`config.mk`:
```
export PLATFORM = sky130hd
export DESIGN_NAME = lot_occupancy_counter_flat
export DESIGN_NICKNAME = d
export VERILOG_FILES = /design/src/rtl/lot_pkg.sv /design/src/rtl/lot_occupancy_counter_if.sv /design/src/rtl/lane_tracker.sv /design/src/rtl/lot_occupancy_counter.sv /design/src/flat_wrapper.sv
export SDC_FILE = /design/constraint.sdc
export NUM_CORES = 1
export LEC_CHECK = 0
export ABC_AREA = 1
export CORE_MARGIN = 2
export CORE_UTILIZATION = 60
export CTS_BUF_LIST = sky130_fd_sc_hd__clkbuf_4 sky130_fd_sc_hd__clkbuf_8
export DETAILED_ROUTE_END_ITERATION = 8
export GPL_TIMING_DRIVEN = 1
export PLACE_DENSITY = 0.83
export SYNTH_ARGS = -nofsm -noshare
export SYNTH_HDL_FRONTEND = slang
export SYNTH_SLANG_ARGS = --single-unit
```
`constraint.sdc`:
```
create_clock -name clk -period 4.2 [get_ports clk]
set_input_delay 1.26 -clock clk [delete_from_list [all_inputs] [get_ports clk]]
set_output_delay 1.26 -clock clk [all_outputs]
set_load 0.05 [all_outputs]
```
`src/rtl/lot_pkg.sv`:
```
// Shared encodings for the parking-lot occupancy counter: lane FSM states,
// filtered {a,b} sensor patterns and a small population-count helper.
package lot_pkg;

  typedef logic [2:0] lane_state_t;

  localparam lane_state_t ST_IDLE   = 3'd0;
  localparam lane_state_t ST_IN_A   = 3'd1;
  localparam lane_state_t ST_IN_AB  = 3'd2;
  localparam lane_state_t ST_IN_B   = 3'd3;
  localparam lane_state_t ST_OUT_B  = 3'd4;
  localparam lane_state_t ST_OUT_AB = 3'd5;
  localparam lane_state_t ST_OUT_A  = 3'd6;

  // Sensor patterns are written {a,b}: a is the outer sensor, b the inner one.
  localparam logic [1:0] AB_NONE = 2'b00;
  localparam logic [1:0] AB_A    = 2'b10;
  localparam logic [1:0] AB_AB   = 2'b11;
  localparam logic [1:0] AB_B    = 2'b01;

  function automatic logic [3:0] count_ones8(input logic [7:0] v);
    logic [3:0] n;
    n = '0;
    for (int i = 0; i < 8; i++) n = n + 4'(v[i]);
    return n;
  endfunction

endpackage

```
`src/rtl/lot_occupancy_counter_if.sv`:
```
// Signal bundle between the sensor/display side (master) and the occupancy
// counter (slave), plus a per-lane FSM state debug bus.
interface lot_occupancy_counter_if #(
    parameter int NUM_LANES = 2,
    parameter int COUNT_W   = 14
);
    // No valid/ready handshake: sensors are level signals sampled every cycle,
    // clear is a single-cycle strobe, all outputs are registered levels/pulses.
    logic [NUM_LANES-1:0]   sensor_a;
    logic [NUM_LANES-1:0]   sensor_b;
    logic                   clear;
    logic [COUNT_W-1:0]     car_count;
    logic                   full;
    logic                   empty;
    logic [NUM_LANES-1:0]   seq_err;
    logic                   overflow;
    logic                   underflow;
    logic [3*NUM_LANES-1:0] lane_state;

    modport master (
        output sensor_a, sensor_b, clear,
        input  car_count, full, empty, seq_err, overflow, underflow, lane_state
    );

    modport slave (
        input  sensor_a, sensor_b, clear,
        output car_count, full, empty, seq_err, overflow, underflow, lane_state
    );

endinterface

```
`src/rtl/lane_tracker.sv`:
```
// One lane: two-flop synchronisers, per-input debounce filters and the
// direction-aware sequence FSM producing registered enter/leave/err pulses.
module lane_tracker
    import lot_pkg::*;
#(
    parameter int DEBOUNCE = 4
) (
    input  logic        clk,
    input  logic        res_n,
    input  logic        raw_a,
    input  logic        raw_b,
    output logic        enter,
    output logic        leave,
    output logic        err,
    output lane_state_t state
);

    localparam int CW = (DEBOUNCE > 1) ? $clog2(DEBOUNCE) : 1;

    logic [1:0]    sync1, sync2, filt, prev;
    logic [CW-1:0] cnt [2];
    lane_state_t   state_q, state_d;
    logic          chg, legal, enter_d, leave_d, err_d;

    always_ff @(posedge clk or negedge res_n) begin
        if (!res_n) begin
            sync1 <= '0;
            sync2 <= '0;
        end else begin
            sync1 <= {raw_a, raw_b};
            sync2 <= sync1;
        end
    end

    always_ff @(posedge clk or negedge res_n) begin
        if (!res_n) begin
            filt <= '0;
            for (int k = 0; k < 2; k++) cnt[k] <= '0;
        end else begin
            for (int k = 0; k < 2; k++) begin
                if (sync2[k] == filt[k]) begin
                    cnt[k] <= '0;
                end else if (cnt[k] == CW'(DEBOUNCE - 1)) begin
                    filt[k] <= sync2[k];
                    cnt[k]  <= '0;
                end else begin
                    cnt[k] <= cnt[k] + 1'b1;
                end
            end
        end
    end

    // The FSM only reacts to a change of the filtered pattern, so a pattern
    // still held after an illegal jump is not reported again every cycle.
    assign chg = (filt != prev);

    always_ff @(posedge clk or negedge res_n) begin
        if (!res_n) begin
            state_q <= ST_IDLE;
            prev    <= AB_NONE;
            enter   <= 1'b0;
            leave   <= 1'b0;
            err     <= 1'b0;
        end else begin
            state_q <= state_d;
            prev    <= filt;
            enter   <= enter_d;
            leave   <= leave_d;
            err     <= err_d;
        end
    end

    always_comb begin
        state_d = state_q;
        if (chg) begin
            case (state_q)
                ST_IDLE: case (filt)
                    AB_A:    state_d = ST_IN_A;
                    AB_B:    state_d = ST_OUT_B;
                    default: state_d = ST_IDLE;
                endcase
                ST_IN_A: case (filt)
                    AB_AB:   state_d = ST_IN_AB;
                    AB_A:    state_d = ST_IN_A;
                    default: state_d = ST_IDLE;
                endcase
                ST_IN_AB: case (filt)
                    AB_B:    state_d = ST_IN_B;
                    AB_A:    state_d = ST_IN_A;
                    AB_AB:   state_d = ST_IN_AB;
                    default: state_d = ST_IDLE;
                endcase
                ST_IN_B: case (filt)
                    AB_AB:   state_d = ST_IN_AB;
                    AB_B:    state_d = ST_IN_B;
                    default: state_d = ST_IDLE;
                endcase
                ST_OUT_B: case (filt)
                    AB_AB:   state_d = ST_OUT_AB;
                    AB_B:    state_d = ST_OUT_B;
                    default: state_d = ST_IDLE;
                endcase
                ST_OUT_AB: case (filt)
                    AB_A:    state_d = ST_OUT_A;
                    AB_B:    state_d = ST_OUT_B;
                    AB_AB:   state_d = ST_OUT_AB;
                    default: state_d = ST_IDLE;
                endcase
                ST_OUT_A: case (filt)
                    AB_AB:   state_d = ST_OUT_AB;
                    AB_A:    state_d = ST_OUT_A;
                    default: state_d = ST_IDLE;
                endcase
                default: state_d = ST_IDLE;
            endcase
        end
    end

    // Legal = stay, one step forward or one step back along the path.
    always_comb begin
        legal = 1'b1;
        case (state_q)
            ST_IDLE:   legal = filt inside {AB_NONE, AB_A, AB_B};
            ST_IN_A:   legal = filt inside {AB_A, AB_AB, AB_NONE};
            ST_IN_AB:  legal = filt inside {AB_AB, AB_B, AB_A};
            ST_IN_B:   legal = filt inside {AB_B, AB_NONE, AB_AB};
            ST_OUT_B:  legal = filt inside {AB_B, AB_AB, AB_NONE};
            ST_OUT_AB: legal = filt inside {AB_AB, AB_A, AB_B};
            ST_OUT_A:  legal = filt inside {AB_A, AB_NONE, AB_AB};
            default:   legal = 1'b1;
        endcase
        err_d   = chg && !legal;
        enter_d = chg && (state_q == ST_IN_B)  && (filt == AB_NONE);
        leave_d = chg && (state_q == ST_OUT_A) && (filt == AB_NONE);
    end

    assign state = state_q;

endmodule

```
`src/rtl/lot_occupancy_counter.sv`:
```
// Multi-lane occupancy counter: one lane_tracker per lane feeding a shared
// saturating count with registered full/empty and sticky over/underflow flags.
module lot_occupancy_counter
    import lot_pkg::*;
#(
    parameter int NUM_LANES = 2,
    parameter int COUNT_W   = 14,
    parameter int CAPACITY  = 9999,
    parameter int DEBOUNCE  = 4
) (
    input  logic clk,
    input  logic res_n,
    lot_occupancy_counter_if.slave bus
);

    localparam int SW = COUNT_W + 4;
    localparam logic [COUNT_W-1:0] CAP_V = COUNT_W'(CAPACITY);
    localparam logic signed [SW-1:0] CAP_S = SW'(CAPACITY);

    logic [NUM_LANES-1:0] enter_v, leave_v, err_v;
    lane_state_t          st_v [NUM_LANES];
    logic [3:0]           n_enter, n_leave;
    logic signed [SW-1:0] sum;
    logic [COUNT_W-1:0]   count_q, count_d;
    logic                 full_q, empty_q, ovf_q, unf_q, ovf_d, unf_d;

    for (genvar g = 0; g < NUM_LANES; g++) begin : g_lane
        lane_tracker #(.DEBOUNCE(DEBOUNCE)) u_lane (
            .clk   (clk),
            .res_n (res_n),
            .raw_a (bus.sensor_a[g]),
            .raw_b (bus.sensor_b[g]),
            .enter (enter_v[g]),
            .leave (leave_v[g]),
            .err   (err_v[g]),
            .state (st_v[g])
        );
    end

    always_comb begin
        bus.lane_state = '0;
        for (int i = 0; i < NUM_LANES; i++) bus.lane_state[3*i +: 3] = st_v[i];
    end

    // Opposite events net out in the signed sum before any clamping.
    always_comb begin
        n_enter = count_ones8(8'(enter_v));
        n_leave = count_ones8(8'(leave_v));
        sum     = $signed(SW'(count_q)) + $signed(SW'(n_enter)) - $signed(SW'(n_leave));
        ovf_d   = 1'b0;
        unf_d   = 1'b0;
        if (sum[SW-1]) begin
            count_d = '0;
            unf_d   = 1'b1;
        end else if (sum > CAP_S) begin
            count_d = CAP_V;
            ovf_d   = 1'b1;
        end else begin
            count_d = sum[COUNT_W-1:0];
        end
    end

    always_ff @(posedge clk or negedge res_n) begin
        if (!res_n) begin
            count_q <= '0;
            full_q  <= 1'b0;
            empty_q <= 1'b1;
            ovf_q   <= 1'b0;
            unf_q   <= 1'b0;
        end else if (bus.clear) begin
            count_q <= '0;
            full_q  <= (CAP_V == '0);
            empty_q <= 1'b1;
            ovf_q   <= 1'b0;
            unf_q   <= 1'b0;
        end else begin
            count_q <= count_d;
            full_q  <= (count_d == CAP_V);
            empty_q <= (count_d == '0);
            ovf_q   <= ovf_q | ovf_d;
            unf_q   <= unf_q | unf_d;
        end
    end

    assign bus.car_count = count_q;
    assign bus.full      = full_q;
    assign bus.empty     = empty_q;
    assign bus.overflow  = ovf_q;
    assign bus.underflow = unf_q;
    assign bus.seq_err   = err_v;

endmodule
```
`src/flat_wrapper.sv`:
```
// flat-port wrapper written by rule: the top's interface ports become plain ports
module lot_occupancy_counter_flat import lot_pkg::*;
#(
    parameter int NUM_LANES = 2,
    parameter int COUNT_W   = 14,
    parameter int CAPACITY  = 9999,
    parameter int DEBOUNCE  = 4
)
  (clk, res_n, bus_sensor_a, bus_sensor_b, bus_clear, bus_car_count, bus_full, bus_empty, bus_seq_err, bus_overflow, bus_underflow, bus_lane_state);
  lot_occupancy_counter_if #(.NUM_LANES(NUM_LANES), .COUNT_W(COUNT_W)) bus_i ();
  input  logic clk;
  input  logic res_n;
  input wire logic [$bits(bus_i.sensor_a)-1:0] bus_sensor_a;
  input wire logic [$bits(bus_i.sensor_b)-1:0] bus_sensor_b;
  input wire logic [$bits(bus_i.clear)-1:0] bus_clear;
  output wire logic [$bits(bus_i.car_count)-1:0] bus_car_count;
  output wire logic [$bits(bus_i.full)-1:0] bus_full;
  output wire logic [$bits(bus_i.empty)-1:0] bus_empty;
  output wire logic [$bits(bus_i.seq_err)-1:0] bus_seq_err;
  output wire logic [$bits(bus_i.overflow)-1:0] bus_overflow;
  output wire logic [$bits(bus_i.underflow)-1:0] bus_underflow;
  output wire logic [$bits(bus_i.lane_state)-1:0] bus_lane_state;
  assign bus_i.sensor_a = bus_sensor_a;
  assign bus_i.sensor_b = bus_sensor_b;
  assign bus_i.clear = bus_clear;
  assign bus_car_count = bus_i.car_count;
  assign bus_full = bus_i.full;
  assign bus_empty = bus_i.empty;
  assign bus_seq_err = bus_i.seq_err;
  assign bus_overflow = bus_i.overflow;
  assign bus_underflow = bus_i.underflow;
  assign bus_lane_state = bus_i.lane_state;
  lot_occupancy_counter #(.NUM_LANES(NUM_LANES), .COUNT_W(COUNT_W), .CAPACITY(CAPACITY), .DEBOUNCE(DEBOUNCE)) u_core (.clk(clk), .res_n(res_n), .bus(bus_i));
endmodule
```
==> results of run 1 <==
## sequential cells by signal (all words and copies together) (netlist names), 2 cells and up
signal	cells
u_core.g_lane.u_lane.leave	2
u_core.g_lane.u_lane.cnt	8
u_core.g_lane.u_lane.enter	2
u_core.g_lane.u_lane.sync2	4
u_core.g_lane.u_lane.prev	4
u_core.g_lane.u_lane.sync1	4
u_core.g_lane.u_lane.err	2
u_core.bus.car_count	14
u_core.g_lane.u_lane.state	6
u_core.g_lane.u_lane.filt	4
## cell usage in the layout, fill, tap and decap left out, types with 2 or more instances in the layout
| master | count |
|---|---|
| inv_2 | 7 |
| o21ai_1 | 2 |
| nor3_1 | 13 |
| clkbuf_4 | 2 |
| o2111ai_1 | 2 |
| nor4_1 | 5 |
| fa_1 | 2 |
| o21bai_1 | 2 |
| dfrtp_1 | 53 |
| nor2_4 | 5 |
| inv_1 | 72 |
| nor2_2 | 4 |
| nand2_1 | 94 |
| nand3_2 | 4 |
| nand3_1 | 34 |
| o22ai_1 | 2 |
| o211ai_1 | 3 |
| clkbuf_8 | 5 |
| ha_1 | 24 |
| a21oi_1 | 12 |
| o21ai_0 | 21 |
| nand2_2 | 12 |
| clkdlybuf4s50_1 | 31 |
| nor2_1 | 51 |
| nand4_1 | 3 |
| xnor2_1 | 11 |
## layer usage
layer  track usage (%)  routed length, um
met1              28.8               3020
met2              47.1               3910
met3              3.71                260
met4              8.64                 89
met5                 0                  0
## per-stage QoR
stage | hold WS (ns) | cells | setup slack, ns | total power [W]
2_1_floorplan | 0.331 | 457 | 0.802 | 0.00136
3_3_place_gp | 0.334 | 557 | 0.654 | 0.00156
3_5_place_dp | 0.338 | 557 | 0.603 | 0.00159
4_1_cts | 0.358 | 564 | 0.573 | 0.00188
5_1_grt | 0.367 | 564 | 0.249 | 0.00203
6_report | 0.355 | 564 | 0.536 | 0.00187
## cell families after synthesis
family / after synthesis / synth area share [%]
adders and majority gates: 26 / 9.68
DFF: 54 / 38.5
and+or+nand+nor: 233 / 31.8
buffers and inverters: 84 / 9.29
AOI/OAI and AO/OA: 49 / 8.04
xor gates and xnor gates: 11 / 2.74
## worst max path at each step
stage | start | slack, ns | cells past startpoint | endpoint
floorplan | u_core.bus.car_count[0] | 0.80 | 22 | u_core.bus.empty
global placement | u_core.g_lane[1].u_lane.enter | 0.65 | 23 | u_core.bus.empty
detailed placement | u_core.g_lane[1].u_lane.enter | 0.60 | 21 | u_core.bus.car_count[5]
CTS | u_core.g_lane[1].u_lane.enter | 0.57 | 21 | u_core.bus.car_count[5]
global route | u_core.g_lane[1].u_lane.enter | 0.25 | 23 | u_core.bus.empty
finish | u_core.g_lane[1].u_lane.enter | 0.54 | 21 | u_core.bus.car_count[5]
## worst register-to-register path, delay by kind of cell (launching register included)
| family | cells | cell delay [ns] |
|---|---|---|
| and+or+nand+nor | 12 | 1.39 |
| DFF | 1 | 0.39 |
| AOI/OAI and AO/OA | 1 | 0.17 |
| buffers and inverters | 4 | 0.24 |
| adders and majority gates | 4 | 1.39 |
## power by group through the flow
stage / Clock, W / Combinational (W) / Sequential [W]
after floorplan: 0 / 0.000545 / 0.000819
after global placement: 0 / 0.000811 / 0.000745
after detailed placement: 0 / 0.000841 / 0.000751
after CTS: 0.000296 / 0.000846 / 0.000741
after global routing: 0.000316 / 0.000959 / 0.000756
final: 0.000284 / 0.000849 / 0.000741
## layout make-up
class                      instances  share of cell area (%)
inverter                          79                    7.45
tap                               72                    2.26
multi-input combinational        319                    46.1
sequential                        54                    34.0
clock buffer                       7                    2.10
timing repair buffer              33                    8.11
==> results.yml, run 1 <==
status:
  run_status: "complete, no violations"
detailed_routing:
  route.detailed.drc: 0
  dr.pass1.iters: 4
  ant_nets: 0
  wire_per_inst_um: 12.9
  vias_per_cell: 5.37
  vias: 3029
  routed_wl_um: 7280
  first_iter_violations: 194
logic_synthesis:
  yosysWarnings: 0
  synthesis.area_mm2: 0.00352
  synthTopCellsByCount: "nand2_1 (94), inv_1 (72), dfrtp_1 (53)"
  synth-edff-count: 0
  yosysSeqAreaShare_pct: 38.5
  synth_area_per_cell_um2: 7.69
  synth_seq_cells: 54
  yosys_most_used_dff: "dfrtp_1"
  synth.most_common_cell: "nand2_1"
  yosysTopAreaCell: "dfrtp_1"
  syn_nets: 490
  synth-async-reset-ratio_pct: 100
  synth_top_area_share_pct: 37.7
  yosys.cell_types.count: 39
  ys_top_cells_by_area: "dfrtp_1 (38%), nand2_1 (10%), ha_1 (8.5%)"
  syn_inst: 457
worst_setup_path:
  timing.rr.end: "u_core.bus.car_count[5]"
  worstPathCellList: "ha_1, ha_1, inv_1, fa_1, inv_1, fa_1, nor2_2, inv_1, nor2_1, nand3_2, nor2_4, nand3_1, nand2_1, nand2_2, nor2_4, nand2_2, nand2_4, nand2_2, inv_2, nand2_1, a21oi_1"
  r2r-start: "u_core.g_lane[1].u_lane.enter"
  path_buf_inv: 4
  crit_arrival_ns: 3.89
  regToRegSetupSlack_ns: 0.54
  ff2ff_path_depth: 21
  crit_slowest_cell: "fa_1"
  slowest_delay_ns: 0.47
  crit_family: "simple AND/OR/NAND/NOR gates"
  crit_path_max_fanout: 8
  setup.worst_path.class: "flop to flop"
  crit_required_ns: 4.42
  cp-end-kind: "flop"
  cp-start-kind: "flop"
placed_design:
  dp.final_hpwl_um: 5800
  routabilityCongestion: 0.935
  placed_area_mm2: 0.00390
  io_buffer_count: 32
floorplan:
  core_area_mm2: 0.00557
  dieArea_mm2: 0.00649
  die_w_um: 80.6
  io_pins: 33
  fp.dieH_um: 80.6
  core.rowCount: 27
  floorplan.initialDensity_pct: 63.1
timing:
  rsz0062_at_grt: "no"
  hold_violations: 0
  final-setup-viol-count: 0
  relSlewSlack_pct: 46.9
  clock_skew_ns: 0.00921
  period_needed_ns: 3.66
  max_freq_mhz: 273
  tightestPinTransition_ns: 0.797
  setup_tns_ns: 0
  maxSlewViolCount: 0
  finalCritPeriodShare_pct: 87.2
worst_hold_path:
  hp-class: "flop to flop"
  min_to: "u_core.g_lane[1].u_lane.sync2[1]"
  min_path_cells: 0
  worstHoldStart: "u_core.g_lane[1].u_lane.sync1[1]"
power:
  power_density_mw_per_mm2: 470
  p_leak_nw: 2.01
  p_int_w: 0.00106
  ir_drop_mv: 0.353
  clkPwrFrac_pct: 15.2
  p_sw_share_pct: 43.6
  p_sw_w: 0.000818
  combPwrFrac_pct: 45.3
  seqPwrFrac_pct: 39.5
final_layout:
  n_antenna_cell: 0
  final_util_pct: 71.4
  area_growth_pct: 13.3
  final_area_mm2: 0.00398
  multiInputGateArea_mm2: 0.00184
  final_nets: 525
  nFillCells: 467
  drive_gt1_share_pct: 9.96
  regArea_mm2: 0.00135
run:
  maxCapViolCount: 0
global_route:
  grt_pass1_wl_um: 12600
  grt_max_degree: 38
  overflow: 0
  grt_pass1_vias: 2941
  antenna_found_initial: 0
  track_usage_pct: 25.1
clock_network:
  cts_tree: "yes"
  clock_latency_ns: 0.30
  cts_sinks: 54
  cts.clk_slew.worst_paths_ns: 0.09
  numCtsBuffers: 5
  postCtsHoldBufs: 0
  postCtsResizedCells: 0
  cts-root-buf: "clkbuf_8"
  cts_setup_buffers: 0
  clock_path_buffers: 2
  htreeDepth: 2
Power figures use the tool's default switching activity.
==> run 2, diff against run 1 <==
==> constraint.sdc (replaced) <==
create_clock -name clk -period 4.2 [get_ports clk]
set_input_delay 1.26 -clock clk [delete_from_list [all_inputs] [get_ports clk]]
set_output_delay 1.26 -clock clk [all_outputs]
set_load 0.1 [all_outputs]
==> run 2 against run 1 <==
Compared with the run above:
- core utilization barely moved
- final cell count did not move
- critical path depth did not move
- flip-flop and latch count did not move
- sequential power barely moved
- non-clock buffer count did not move
- total power rose by 7.1%
- die area did not move
- combinational power rose by 15%
- final area barely moved
- sequential share of layout area barely moved
- global-route usage rose by 0.18 points
==> results.yml, run 2 (same netlist as run 1, synthesis figures left out) <==
timing:
  hold_violations: 0
  relSlewSlack_pct: 33.5
  setup_tns_ns: 0
  worst_slack_ns: 0.553
  rsz0062_at_grt: "no"
  maxSlewViolCount: 0
  tightestPinTransition_ns: 0.994
  final-setup-viol-count: 0
  period_needed_ns: 3.65
  clock_skew_ns: 0.0116
  finalCritPeriodShare_pct: 86.8
  max_freq_mhz: 274
clock_network:
  postCtsResizedCells: 0
  htreeDepth: 2
  numCtsBuffers: 5
  cts.clk_slew.worst_paths_ns: 0.09
  cts-root-buf: "clkbuf_8"
  cts_tree: "yes"
  clock_path_buffers: 2
  cts_sinks: 54
  cts_setup_buffers: 0
  postCtsHoldBufs: 0
  clock_latency_ns: 0.30
status:
  run_status: "complete, no violations"
detailed_routing:
  wl_met2_um: 3990
  route.detailed.drc: 0
  vias: 3031
  vias_per_cell: 5.37
  wirelength_met1_um: 3000
  dr_wl_met3_um: 235
  dr.pass1.iters: 4
  top_layer_used: "met4"
  first_iter_violations: 158
  wire_per_inst_um: 13.0
  routed_wl_um: 7330
  ant_nets: 0
final_layout:
  area_growth_pct: 13.2
  final_nets: 525
  drive_gt1_share_pct: 10.2
  multiInputGateArea_mm2: 0.00184
  nFillCells: 459
  final_cell_mix: "nand2_1 (94), inv_1 (72), dfrtp_1 (53), nor2_1 (51), nand3_1 (34)"
  stdcell_count: 564
  largest_reg_flops: 14
  final_common_cell: "nand2_1"
  regArea_mm2: 0.00135
  n_antenna_cell: 0
floorplan:
  core_area_mm2: 0.00557
  floorplan.initialDensity_pct: 63.1
  dieArea_mm2: 0.00649
  core.rowCount: 27
  fp.dieH_um: 80.6
  io_pins: 33
  die_w_um: 80.6
worst_setup_path:
  cp-end-kind: "flop"
  cp-start-kind: "flop"
  crit_required_ns: 4.42
  setup.worst_path.class: "flop to flop"
  slowest_delay_ns: 0.47
  worstPathCellList: "ha_1, ha_1, inv_1, fa_1, inv_1, fa_1, nor2_2, inv_1, nor2_1, nand3_2, nor2_4, nand3_1, nand2_1, nand2_2, nor2_4, nand2_2, nand2_4, nand2_2, inv_2, nand2_1, a21oi_1"
  path_buf_inv: 4
  crit_family: "adder cells"
  crit_slowest_cell: "fa_1"
  crit_path_max_fanout: 8
  crit_arrival_ns: 3.87
global_route:
  overflow: 0
  grt_max_degree: 38
  antenna_found_initial: 0
  track_usage_pct: 25.3
  grt_pass1_vias: 2999
  grt_pass1_wl_um: 12800
power:
  total_power_w: 0.00201
  p_leak_nw: 2.01
  ir_drop_mv: 0.366
  power_density_mw_per_mm2: 504
placed_design:
  pre_cts_ws_ns: 0.588
  io_buffer_count: 32
  dp.final_hpwl_um: 5840
  place_inst: 557
  routabilityCongestion: 0.935
worst_hold_path:
  hp-class: "flop to flop"
run:
  maxCapViolCount: 0
-- run 2: cell count changes in the layout (fill, tap and decap cells not counted) --
cell             before  now
buf_4                 1    2
clkdlybuf4s50_1      31   30
-- run 2: metrics by stage --
step | instance area (um^2) | util, % | hold WS [ns]
after floorplan | 3520 | - | 0.331
after global placement | 3900 | 69.9 | 0.334
after detailed placement | 3900 | 69.9 | 0.342
after CTS | 3980 | 71.4 | 0.362
after global routing | 3980 | 71.4 | 0.375
final | 3980 | 71.4 | 0.360
-- run 2: routing by layer --
layer | track usage (%) | up-vias
met5 | 0 | -
met4 | 8.47 | 0
met3 | 3.60 | 10
met2 | 47.8 | 65
met1 | 28.8 | 1439
li1 | - | 1517
-- run 2: power by group --
part | switching (W) | internal, W
Combinational | 0.000680 | 0.000299
Clock | 0.000158 | 0.000128
Sequential | 0.000113 | 0.000628
Total | 0.000951 | 0.00105
-- run 2: worst paths after layout --
path,start,endpoint,slack (ns),cells after the start
worst max-delay path,u_core.g_lane[0].u_lane.enter,u_core.bus.car_count[5],0.55,21
worst min-delay path,u_core.g_lane[0].u_lane.sync1[1],u_core.g_lane[0].u_lane.sync2[1],0.36,0
worst max register to register,u_core.g_lane[0].u_lane.enter,u_core.bus.car_count[5],0.55,21
worst min register to register,u_core.g_lane[0].u_lane.sync1[1],u_core.g_lane[0].u_lane.sync2[1],0.36,0
max in group asynchronous,res_n,u_core.bus.empty,2.35,2
min in group asynchronous,res_n,u_core.g_lane[1].u_lane.state[0],1.05,1
-- run 2: cell type report --
class,count,share of cell area (%)
timing repair buffer,33,8.05
sequential,54,34.0
multi-input combinational,319,46.1
clock buffer,7,2.11
tap,72,2.26
inverter,79,7.45
==> run 3, diff against run 2 <==
--- a/config.mk
+++ b/config.mk
@@ -10,7 +10,7 @@
 export CORE_UTILIZATION = 60
 export CTS_BUF_LIST = sky130_fd_sc_hd__clkbuf_4 sky130_fd_sc_hd__clkbuf_8
 export DETAILED_ROUTE_END_ITERATION = 8
-export GPL_TIMING_DRIVEN = 1
+export GPL_TIMING_DRIVEN = 0
 export PLACE_DENSITY = 0.83
 export SYNTH_ARGS = -nofsm -noshare
 export SYNTH_HDL_FRONTEND = slang
==> run 3 against run 2 <==
Compared with the run above:
- critical path depth unchanged
- largest power group unchanged
- flip-flop and latch count unchanged
- global-route usage shrank 2.2 points
- via count is 0.49% higher
- routed wire length down 7.4%
- total power is 1.0% higher
- count of clock-buffer cells in the layout is the same
- non-clock buffer count is 5 higher
- first-iteration DRC count decreased by 23%
- fmax is 2.2% lower
- clock power up 5%
==> results.yml, run 3 (same netlist as run 1, synthesis figures left out) <==
worst_setup_path:
  cp-end-kind: "flop"
  cp-start-kind: "flop"
  regToRegSetupSlack_ns: 0.47
  worstSetupStartpoint: "u_core.g_lane[0].u_lane.enter"
  slowest_delay_ns: 0.47
  setup.worst_path.class: "flop to flop"
  crit_slowest_cell: "fa_1"
  r2r-start: "u_core.g_lane[0].u_lane.enter"
  crit_path_max_fanout: 8
  crit_required_ns: 4.42
  crit_arrival_ns: 3.95
  ff2ff_path_depth: 21
  timing.rr.end: "u_core.bus.car_count[5]"
  worstPathCellList: "ha_1, ha_1, inv_1, fa_1, inv_1, fa_1, nor2_2, inv_1, nor2_1, nand3_2, nor2_4, nand3_1, nand2_1, nand2_2, nor2_4, nand2_2, nand2_4, nand2_2, inv_2, nand2_1, a21oi_1"
global_route:
  grt_pass1_vias: 2905
  overflow: 0
  antenna_found_initial: 0
  grt_max_degree: 39
  track_usage_pct: 23.0
  grt_pass1_wl_um: 11900
detailed_routing:
  routed_wl_um: 6790
  ant_nets: 0
  vias: 3046
  vias_per_cell: 5.34
  dr.pass1.iters: 5
  first_iter_violations: 122
  wire_per_inst_um: 11.9
  route.detailed.drc: 0
timing:
  clock_skew_ns: 0.00710
  max_freq_mhz: 268
  tightestPinTransition_ns: 0.970
  period_needed_ns: 3.73
  final-setup-viol-count: 0
  finalCritPeriodShare_pct: 88.8
  maxSlewViolCount: 0
  relSlewSlack_pct: 35.1
  rsz0062_at_grt: "no"
  setup_tns_ns: 0
  hold_violations: 0
floorplan:
  floorplan.initialDensity_pct: 63.1
  fp.dieH_um: 80.6
  dieArea_mm2: 0.00649
  core.rowCount: 27
  io_pins: 33
  core_area_mm2: 0.00557
  die_w_um: 80.6
final_layout:
  final_common_cell: "nand2_1"
  final_cell_mix: "nand2_1 (94), inv_1 (72), dfrtp_1 (53), nor2_1 (51), nand3_1 (34)"
  area_growth_pct: 14.8
  largest_reg_flops: 14
  final_nets: 530
  stdcell_count: 570
  n_antenna_cell: 0
  final_area_mm2: 0.00404
  drive_gt1_share_pct: 10.6
clock_network:
  clock_latency_ns: 0.30
  numCtsBuffers: 5
  postCtsHoldBufs: 0
  cts_tree: "yes"
  cts-root-buf: "clkbuf_8"
  cts_setup_buffers: 0
  cts.clk_slew.worst_paths_ns: 0.09
  htreeDepth: 2
  postCtsResizedCells: 0
  clock_path_buffers: 2
  cts_sinks: 54
status:
  run_status: "complete, no violations"
placed_design:
  place_inst: 562
  routabilityCongestion: 0.892
  placed_area_mm2: 0.00394
  dp.final_hpwl_um: 5360
  io_buffer_count: 32
worst_hold_path:
  worstHoldStart: "u_core.g_lane[0].u_lane.sync1[1]"
  hp-class: "flop to flop"
  min_path_cells: 0
  min_to: "u_core.g_lane[0].u_lane.sync2[1]"
power:
  power_density_mw_per_mm2: 502
  total_power_w: 0.00203
  ir_drop_mv: 0.362
  p_leak_nw: 2.04
run:
  maxCapViolCount: 0
## run 3: per-stage QoR
stage	util, %	worst slack (ns)	hold slack [ns]
after floorplan	-	0.455	0.331
after global placement	70.4	0.317	0.336
after detailed placement	70.7	0.497	0.338
after CTS	72.4	0.476	0.361
after global routing	72.4	0.100	0.365
final	72.4	0.470	0.357
## run 3: final cells by class
class | instances | area [um^2]
plain buffers | 5 | 30.0
clock buffers | 7 | 90.1
clock inverters | 1 | 5.00
fillers | 438 | 1540
inverters | 79 | 297
multi-input cells | 319 | 1840
flip-flops and latches | 54 | 1350
well taps | 72 | 90.1
repair buffers | 33 | 335
## run 3: worst max-delay path, delay by kind of cell, from the launching register on
family	cells	cell delay, ns
adders and majority gates	4	1.40
and+or+nand+nor	12	1.39
DFF	1	0.38
buffers and inverters	4	0.26
AOI/OAI and AO/OA	1	0.21
## run 3: where the power goes
group	internal [W]	leakage (nW)	total [W]	switching [W]
Sequential	0.000628	0.708	0.000731	0.000103
Clock	0.000140	0.0517	0.000301	0.000161
Combinational	0.000309	1.28	0.000995	0.000686
## run 3: how the worst max path moves through the flow
stage                     depth (start not counted)                  endpoint  slack, ns
after global routing                             21   u_core.bus.car_count[5]       0.10
after CTS                                        21   u_core.bus.car_count[5]       0.48
after global placement                            1  u_core.bus.car_count[12]       0.32
after detailed placement                         21   u_core.bus.car_count[5]       0.50
after floorplan                                  22          u_core.bus.empty       0.46
final                                            21   u_core.bus.car_count[5]       0.47
## run 3: layer usage
metal	GRT usage, %	share of wire, %
met4	7.97	1.8
met3	3.03	3.7
met5	0	0
met1	26.3	42
met2	43.7	53
==> RTL edit (flow settings as in run 1) <==
`NUM_LANES` is set to 2 in 3 places; all go to 8.
--- a/src/rtl/lot_occupancy_counter_if.sv
+++ b/src/rtl/lot_occupancy_counter_if.sv
@@ -2,5 +2,5 @@
 // counter (slave), plus a per-lane FSM state debug bus.
 interface lot_occupancy_counter_if #(
-    parameter int NUM_LANES = 2,
+    parameter int NUM_LANES = 8,
     parameter int COUNT_W   = 14
 );
--- a/src/rtl/lot_occupancy_counter.sv
+++ b/src/rtl/lot_occupancy_counter.sv
@@ -4,5 +4,5 @@
     import lot_pkg::*;
 #(
-    parameter int NUM_LANES = 2,
+    parameter int NUM_LANES = 8,
     parameter int COUNT_W   = 14,
     parameter int CAPACITY  = 9999,
--- a/src/flat_wrapper.sv
+++ b/src/flat_wrapper.sv
@@ -2,5 +2,5 @@
 module lot_occupancy_counter_flat import lot_pkg::*;
 #(
-    parameter int NUM_LANES = 2,
+    parameter int NUM_LANES = 8,
     parameter int COUNT_W   = 14,
     parameter int CAPACITY  = 9999,
Interface: changed (resized bus_lane_state, bus_sensor_a, bus_sensor_b and bus_seq_err); port bits go from 33 to 69. No check against the original RTL was run, so the function may have changed too.
==> RTL edit against run 1 <==
Setup slack worse by 1900 ps; highest routed layer unchanged; die area up 150%; clock power rose to 4.2 times the old value; count of clock-buffer cells in the layout up 13; worst hold slack worse by 3.2 ps; sequential cell count up 108; synthesized area rose to 2.6 times the old value; sequential power rose to 3.3 times the old value; critical path type unchanged; routed wire length rose to 2.7 times the old value; the run now ends with negative setup slack left; final area rose to 2.8 times the old value; power rose to 3.9 times the old value; via count up 150%.
==> RTL edit: results (changes against run 1) <==
[run_status]
status = finished with violations
violations = negative setup slack

[synth]
synth_area_leaders = dfrtp_1 (44%), ha_1 (12%), nand2_1 (7.3%), inv_1 (6.4%), nor2_1 (3.9%)
avgSynthCellArea_um2 = 8.790  ; +14%
syn_nets = 1148  ; +130%
ys_seq_area_frac = 0.4466  ; +0.06191
yosys.cell_types.count = 49  ; +26%
synth-seq-cells = 162  ; +200%
synth_commonest_cells = nand2_1 (177), dfrtp_1 (161), inv_1 (156), nor2_1 (95), ha_1 (86)

[routing]
drt-total-wl_um = 19690  ; +170%
via_per_inst = 5.491  ; +2.2%
drt_iter0_drc = 582  ; +200%
route.met2.wl_um = 9781  ; +150%
wl_met1_um = 8235  ; +170%
dr_wl_met3_um = 966  ; +270%
dr.pass1.iters = 5  ; +1

[critical_path]
cpMaxStageDelayCell = fa_2
worstPathMaxFanout = 6  ; -2
rr_endpoint = u_core.bus.empty

[layout]
multi_input_gates = 702  ; +120%
clockBufferCount = 20  ; +13
multi_input_area_share = 0.4192  ; -0.04196
n_all_buffers = 134  ; +310%
ff_latch_area_mm2 = 0.004055  ; +200%
fillCellCount = 957  ; +100%
largest_reg_flops = 32  ; +18
seq_share = 0.3608  ; +0.02118

[placed_design]
dp_cells = 1325  ; +140%
pre_cts_ws_ps = -1336  ; -1938 ps
dpl_cell_area_mm2 = 0.01035  ; +170%
place_congestion = 0.9570  ; +2.4%

[clock_tree]
cts_made_buffers = 17  ; +12
post_cts_resized = 29  ; +29
insertion_delay_ps = 460  ; +160 ps

[global_route]
grt_use_total = 0.2424  ; -0.008277
gr-usage-met2 = 0.4080  ; -0.06286
use_met1 = 0.3149  ; +0.02693
grt_pass1_vias = 7050  ; +140%
grt_first_pass_wirelength_um = 31790  ; +150%
use_met3 = 0.04523  ; +0.008147
grt_max_degree = 104  ; +170%

[sta]
holdWs_ps = 352.3  ; -3.160 ps
setup_tns_ps = -22040  ; -22040 ps
finalSetupViolCount = 18  ; +18
fin_ws_ps = -1353  ; -1888 ps

[hold_path]
hp-start = u_core.g_lane[7].u_lane.sync1[0]

[floorplan]
taps = 184  ; +160%

[power]
total_leakage_power_nw = 5.269  ; +160%

-- RTL edit: cells by family after synthesis --
kind of cell,synth area share
compound gates,0.08916
xor+xnor,0.04037
fa+ha+maj,0.1406
buf+inv,0.07441
flops,0.4466
simple gates,0.2089
-- RTL edit: report_power, final --
part	switching [mW]	internal [mW]
clock network	0.557	0.618
registers	0.439	1.97
logic	2.21	1.44
-- RTL edit: worst max path at each step --
stage	end	start	slack, ps	cells past startpoint
after detailed placement	u_core.bus.empty	u_core.g_lane[1].u_lane.enter	-1340	32
after floorplan	u_core.bus.empty	u_core.g_lane[1].u_lane.enter	-970	31
after global routing	u_core.bus.full	u_core.g_lane[0].u_lane.enter	-1660	29
final	u_core.bus.empty	u_core.g_lane[1].u_lane.enter	-1350	32
after global placement	u_core.bus.empty	u_core.g_lane[1].u_lane.enter	-1080	32
after CTS	u_core.bus.empty	u_core.g_lane[1].u_lane.enter	-1170	32
